## config.mk

```make
export PLATFORM = sky130hd
export DESIGN_NAME = div_sequencer
export DESIGN_NICKNAME = d
export VERILOG_FILES = /design/src/rtl/div_sequencer.sv
export SDC_FILE = /design/constraint.sdc
export NUM_CORES = 1
export LEC_CHECK = 0
export BUFFER_PORTS_ARGS = -buffer_cell sky130_fd_sc_hd__buf_2
export CAP_MARGIN = 5
export CELL_PAD_IN_SITES_DETAIL_PLACEMENT = 1
export CELL_PAD_IN_SITES_GLOBAL_PLACEMENT = 1
export CORE_AREA = 2 2 182 184
export CTS_CLUSTER_SIZE = 40
export DETAILED_ROUTE_END_ITERATION = 8
export DIE_AREA = 0 0 184 186
export GPL_ROUTABILITY_DRIVEN = 0
export PLACE_DENSITY = 0.7
export SYNTH_ARGS = -nofsm -noshare
export SYNTH_HDL_FRONTEND = slang
export SYNTH_SLANG_ARGS = --single-unit
```

## constraint.sdc

```tcl
create_clock -name clock -period 4.3 [get_ports clock]
set_input_delay 0.215 -clock clock [delete_from_list [all_inputs] [get_ports clock]]
set_output_delay 0.215 -clock clock [all_outputs]
set_load 0.01 [all_outputs]
```

## src/rtl/div_sequencer.sv

```systemverilog
// Signed restoring-divide sequencer: result strobe 33 edges after the start edge (1 edge for divide-by-zero).
// No backpressure: a start is accepted in any state and restarts the operation in flight.
module div_sequencer #(
   parameter int WIDTH      = 32,
   parameter int COUNT_BITS = 6
) (
   input  logic             clock,
   input  logic             reset_n,
   input  logic             ctrl_DIV,
   input  logic [WIDTH-1:0] data_operandA,
   input  logic [WIDTH-1:0] data_operandB,
   output logic [WIDTH-1:0] data_result,
   output logic [WIDTH-1:0] data_remainder,
   output logic             data_exception,
   output logic             data_resultRDY,
   output logic             busy
);

   typedef enum logic [1:0] {IDLE, RUN, DONE, ERR} state_t;

   state_t                  state_q;
   logic [COUNT_BITS-1:0]   cnt_q;
   logic [2*WIDTH-1:0]      acc_q;
   logic [2*WIDTH-1:0]      acc_d;
   logic [2*WIDTH-1:0]      shifted;
   logic [WIDTH:0]          diff;
   logic [WIDTH-1:0]        bmag_q;
   logic [WIDTH-1:0]        a_mag;
   logic [WIDTH-1:0]        b_mag;
   logic                    qneg_q;
   logic                    rneg_q;
   logic                    ovf_q;
   logic                    ovf_d;

   // Magnitude of the most negative value wraps to itself, read back as unsigned.
   assign a_mag = data_operandA[WIDTH-1] ? -data_operandA : data_operandA;
   assign b_mag = data_operandB[WIDTH-1] ? -data_operandB : data_operandB;
   assign ovf_d = (data_operandA == {1'b1, {(WIDTH-1){1'b0}}}) && (data_operandB == '1);

   assign shifted = acc_q << 1;
   assign diff    = {1'b0, shifted[2*WIDTH-1:WIDTH]} - {1'b0, bmag_q};
   assign acc_d   = diff[WIDTH] ? shifted
                                : {diff[WIDTH-1:0], shifted[WIDTH-1:0] | WIDTH'(1)};

   always_ff @(posedge clock or negedge reset_n) begin
      if (!reset_n) begin
         state_q        <= IDLE;
         cnt_q          <= '0;
         acc_q          <= '0;
         bmag_q         <= '0;
         qneg_q         <= 1'b0;
         rneg_q         <= 1'b0;
         ovf_q          <= 1'b0;
         data_result    <= '0;
         data_remainder <= '0;
         data_exception <= 1'b0;
         data_resultRDY <= 1'b0;
         busy           <= 1'b0;
      end else begin
         data_resultRDY <= 1'b0;
         if (ctrl_DIV) begin
            acc_q   <= {{WIDTH{1'b0}}, a_mag};
            bmag_q  <= b_mag;
            qneg_q  <= data_operandA[WIDTH-1] ^ data_operandB[WIDTH-1];
            rneg_q  <= data_operandA[WIDTH-1];
            ovf_q   <= ovf_d;
            cnt_q   <= '0;
            busy    <= 1'b1;
            state_q <= (data_operandB == '0) ? ERR : RUN;
         end else begin
            case (state_q)
               RUN: begin
                  acc_q <= acc_d;
                  cnt_q <= cnt_q + COUNT_BITS'(1);
                  if (cnt_q == COUNT_BITS'(WIDTH-1)) state_q <= DONE;
               end
               DONE: begin
                  data_result    <= qneg_q ? -acc_q[WIDTH-1:0] : acc_q[WIDTH-1:0];
                  data_remainder <= rneg_q ? -acc_q[2*WIDTH-1:WIDTH] : acc_q[2*WIDTH-1:WIDTH];
                  data_exception <= ovf_q;
                  data_resultRDY <= 1'b1;
                  busy           <= 1'b0;
                  state_q        <= IDLE;
               end
               ERR: begin
                  data_result    <= '0;
                  data_remainder <= '0;
                  data_exception <= 1'b1;
                  data_resultRDY <= 1'b1;
                  busy           <= 1'b0;
                  state_q        <= IDLE;
               end
               IDLE: ;
               default: state_q <= IDLE;
            endcase
         end
      end
   end

endmodule

```

# Yosys cells after proc, flatten, opt, wreduce, memory -nomap -nowiden

Index checks and enable logic that the tools add are counted.

Flip-flop bits (word level): 174
Output and inout bits: 67

Muxes and demuxes: 20
Bitwise operators: 2
Add/sub/neg operators: 6
Eq/ne operators: 7
Reduce and logical (&&, ||, !) cells: 9

Operators with widths:

| kind                                                                  | number |
|---|---|
| 64-bit 2-to-1 mux                                                     | 3 |
| 32-bit 2-to-1 mux                                                     | 4 |
| 32-bit negator                                                        | 4 |
| 32-bit case mux with 2 select lines                                   | 2 |
| 32-bit equality test, second input constant                           | 2 |
| 32-bit by 32-bit subtractor with 33-bit output                        | 1 |
| 32-bit zero test                                                      | 1 |
| 6-bit 2-to-1 mux                                                      | 2 |
| 6-bit by 1-bit adder with 6-bit output, second input constant         | 1 |
| 6-bit by 5-bit equality test with 1-bit output, second input constant | 1 |
| 2-bit 2-to-1 mux                                                      | 3 |
| 2-bit nonzero test                                                    | 3 |
| 2-bit equality test, second input constant                            | 2 |
| 1-bit 2-to-1 mux                                                      | 4 |
| 2-bit case mux with 2 select lines                                    | 1 |
| 2-bit AND reduction                                                   | 2 |
| 3-bit != test, second input constant                                  | 1 |
| 3-bit nonzero test                                                    | 1 |
| 2-bit by 1-bit equality test with 1-bit output, second input constant | 1 |
| 1-bit case mux with 2 select lines                                    | 1 |
| 2-bit OR reduction                                                    | 1 |
| 1-bit logical AND                                                     | 1 |
| 1-bit inverter                                                        | 1 |
| 1-bit XOR                                                             | 1 |

# Logic depth before layout (Yosys ltp)

Word-level depth: 4
Depth in mapped cells: 13
Depth with buffers taken out: 12

# Worst setup path before layout

Ideal clock, no wire load.

Path kind: reg2reg
Start: reg acc_q[31]
End: reg acc_q[58]
Path buffers: 1
Slack: 1053 ps
Data arrival time: 3147 ps
Required time: 4201 ps
Library setup time: 99 ps
Cell stages (with the launch flop): 14
Path through: dfrtp_1 inv_1 ha_1 fa_1 nor2b_1 o31ai_1 a211oi_1 nor4_1 nor3_1 a211oi_1 nor2_2 buf_2 o21ai_0 a311oi_1

Cells in the longest elaborated chain, start to end: 4

RTL lines:

| what                                           | RTL line | text |
|---|---|---|
| start: declaration                             | 23       | `logic [2*WIDTH-1:0] acc_q;` |
| start signal: assignment                       | 62       | `acc_q <= {{WIDTH{1'b0}}, a_mag};` |
| 32-bit by 32-bit subtractor with 33-bit output | 41       | `assign diff = {1'b0, shifted[2*WIDTH-1:WIDTH]} - {1'b0, bmag_q};` |
| 64-bit 2-to-1 mux                              | 42       | `assign acc_d = diff[WIDTH] ? shifted` |
| 64-bit 2-to-1 mux                              | 71       | `case (state_q)` |
| 64-bit 2-to-1 mux                              | 61       | `if (ctrl_DIV) begin` |

No other way between the ends. The select of a mux whose other input is x is not followed.
A chain may end at the register's enable or synchronous reset.

# Worst setup path after layout

Start: reg acc_q[33]
End: reg acc_q[46]

The elaborated chain is that of the path after synthesis.

==> results.ini <==
[layout]
fin_cells = 1879
drive_above_1_share_pct = 14.3
num-fill-cells = 3877
multiInputGateArea_mm2 = 0.00667
area_growth_pct = 14.9
seqCellArea_mm2 = 0.00435
diodes = 0
nNetsFinal = 1565

[die]
die_area_mm2 = 0.0342
die_h_um = 186
core_area_mm2 = 0.0322
initial_utilization_pct = 35.7
row_count = 66
fp.dieW_um = 184
io_pins = 134

[routing]
wl_um = 35300
num_vias = 10310
routed_via_density = 5.49
drc = 0
drtPass1Iterations = 4
avgRoutedWirePerCell_um = 18.8
drt_iter0_drc = 655
drt.antenna.violating_nets = 0

[logic_synthesis]
yosys_warnings = 0
yosys_register_bits = 174
synth_edf_count = 0
synth_fp_nets = 1460
ys.flop_type = dfrtp_1
synth.area.top_cells = dfrtp_1 38%, xor2_1 7.1%, o21ai_0 6.8%
synth_cells = 1353
ys_seq_area_share_pct = 37.9
synthMostInstantiatedCell = nand2_1
synthArstFlopShare_pct = 100
ys_types = 66
yosys-top-cells-count = 186 x nand2_1, 174 x dfrtp_1, 157 x o21ai_0, 93 x nor2_1, 93 x xor2_1
syn_area_mm2 = 0.0115
yosys.area.top_type = dfrtp_1
synth_top_cell_area_share_pct = 37.9
avgSynthCellArea_um2 = 8.49

[sta]
final-hold-violation-count = 0
worstMarginPinSlew_ns = 0.852
setup_tns_ns = 0
relSlewSlack_pct = 43.2
setup_viol = 0
finalWorstSetupSlack_ns = 0.399
period_needed_ns = 3.90
finalClockSkew_ns = 0.0168
grt_setup_unrepaired = false
maxSlewViolCount = 0
fin_crit_sh_pct = 90.7
fmax_ghz = 0.256

[clock_network]
htree_num_levels = 4
cts_buffer_depth = 2
clock_latency_ns = 0.45
cts-root-buf = clkbuf_16
tritoncts = yes
cts_made_buffers = 17
cts.sinks = 174
clkTransAtPathRegs_ns = 0.08
cts_setup_buffers = 0

[placement]
dp_slack_ns = 0.485
dp_hpwl_um = 26800
port_buffers = 133
dp.cells = 1846

[global_route]
grt_pass1_wl_um = 56800
antenna_found_initial = 0
grtUsageTotal_pct = 21.1
grt_max_degree = 90
grt_pass1_vias = 10242
grt_overflow = 0

[critical_path]
worstReg2RegEnd = acc_q[46]
critPathMaxFanout = 9
r2r_cells = 11
worstSetupStartpointType = flop
crit_arrival_ns = 4.25
rr_startpoint = acc_q[33]
cp-startpoint = acc_q[33]
end_kind = flop
critPathRequiredTime_ns = 4.65
path_class = reg -> reg
r2r_setup_slack_ns = 0.40

[worst_hold_path]
holdCritStartpoint = data_operandA[26]
min_path_cells = 4
hold_path.class = in -> reg
whs_endpoint = acc_q[26]

[status]
status = finished, final reports clean

[power]
ir_drop_uv = 276
leakagePower_nw = 6.27
power.total_mw = 4.07
power.density_mw_per_mm2 = 308

[flow_run]
cap_violations = 0

==> report_power, final <==
| group | total [mW] | internal (mW) | switching [mW] |
|---|---|---|---|
| Clock | 1.56 | 0.788 | 0.775 |
| Sequential | 1.83 | 1.71 | 0.116 |
| Combinational | 0.679 | 0.263 | 0.416 |
| Total | 4.07 | 2.76 | 1.31 |
==> placed cells by master, fill, tap and decap left out, types with 23 or more instances in the layout <==
cell type,Yosys,layout
nand2_1,186,185
o31ai_1,37,37
o21ai_0,157,157
nor2_1,93,93
dfrtp_1,174,174
nand3_1,24,24
inv_1,54,54
mux2i_1,42,42
xnor2_1,51,51
ha_1,39,39
or3_1,26,26
xor2_1,93,93
buf_2,2,131
a21oi_1,84,84
buf_4,0,23
==> layout make-up <==
| cell class | count | area share, % |
|---|---|---|
| repair buffers | 157 | 6.59 |
| clock inverters | 14 | 1.14 |
| inverters | 54 | 1.54 |
| multi-input cells | 1054 | 50.6 |
| flip-flops and latches | 174 | 33.0 |
| clock buffers | 18 | 3.33 |
| well taps | 408 | 3.87 |
==> how the worst max path moves through the flow <==
stage | end | slack, ns | cells after the start
2_1_floorplan | acc_q[58] | 1.05 | 13
3_3_place_gp | acc_q[58] | 0.62 | 13
3_5_place_dp | acc_q[58] | 0.48 | 13
4_1_cts | acc_q[58] | 0.45 | 13
5_1_grt | acc_q[46] | 0.02 | 13
6_report | acc_q[46] | 0.40 | 11
==> worst max-delay path: stages (launching register included) <==
cell      delay, ns
dfrtp_1        0.46
ha_1           0.37
nor2b_1        0.18
o31ai_1        0.39
a211oi_1       0.21
nor4_1         0.48
nor3_1         0.17
a211oi_1       0.66
nor2_2         0.25
buf_4          0.25
mux2i_1        0.12
a211oi_1       0.26
==> per-stage QoR <==
stage	hold slack (ns)	util [%]	instance area [µm²]
2_1_floorplan	-0.0806	-	11500
3_3_place_gp	0.330	39.1	12600
3_5_place_dp	0.337	39.1	12600
4_1_cts	0.0890	41.0	13200
5_1_grt	0.131	41.0	13200
6_report	0.0990	41.0	13200
==> flip-flops by register name, indices dropped and copies added, names as in the netlist <==
register        cells
cnt_q               6
data_resultRDY      1
qneg_q              1
ovf_q               1
data_exception      1
data_remainder     32
state_q             2
data_result        32
bmag_q             32
acc_q              64
rneg_q              1
busy                1
==> kinds of logic after synthesis <==
family,after synthesis,synth area share [%]
and+or+nand+nor,444,18.5
AOI/OAI and AO/OA,381,20.1
DFF,174,37.9
xor gates and xnor gates,144,11.0
buffers and inverters,125,4.11
muxes,45,3.95
adders and majority gates,40,4.42
==> layer usage <==
layer | wire [µm] | global-route usage, % | vias up
met1 | 18700 | 32.5 | 5074
met3 | 1420 | 2.82 | 25
met2 | 14800 | 31.1 | 197
li1 | - | - | 5014
met5 | 0 | 0 | -
met4 | 391 | 4.74 | 0
==> repair_timing <==
action | in CTS | in global routing
hold buffers | 1 | 0
hold endpoints to repair | 85 | 0
resized for setup | 0 | 0
Note: power is estimated with default switching activity, not from simulation.
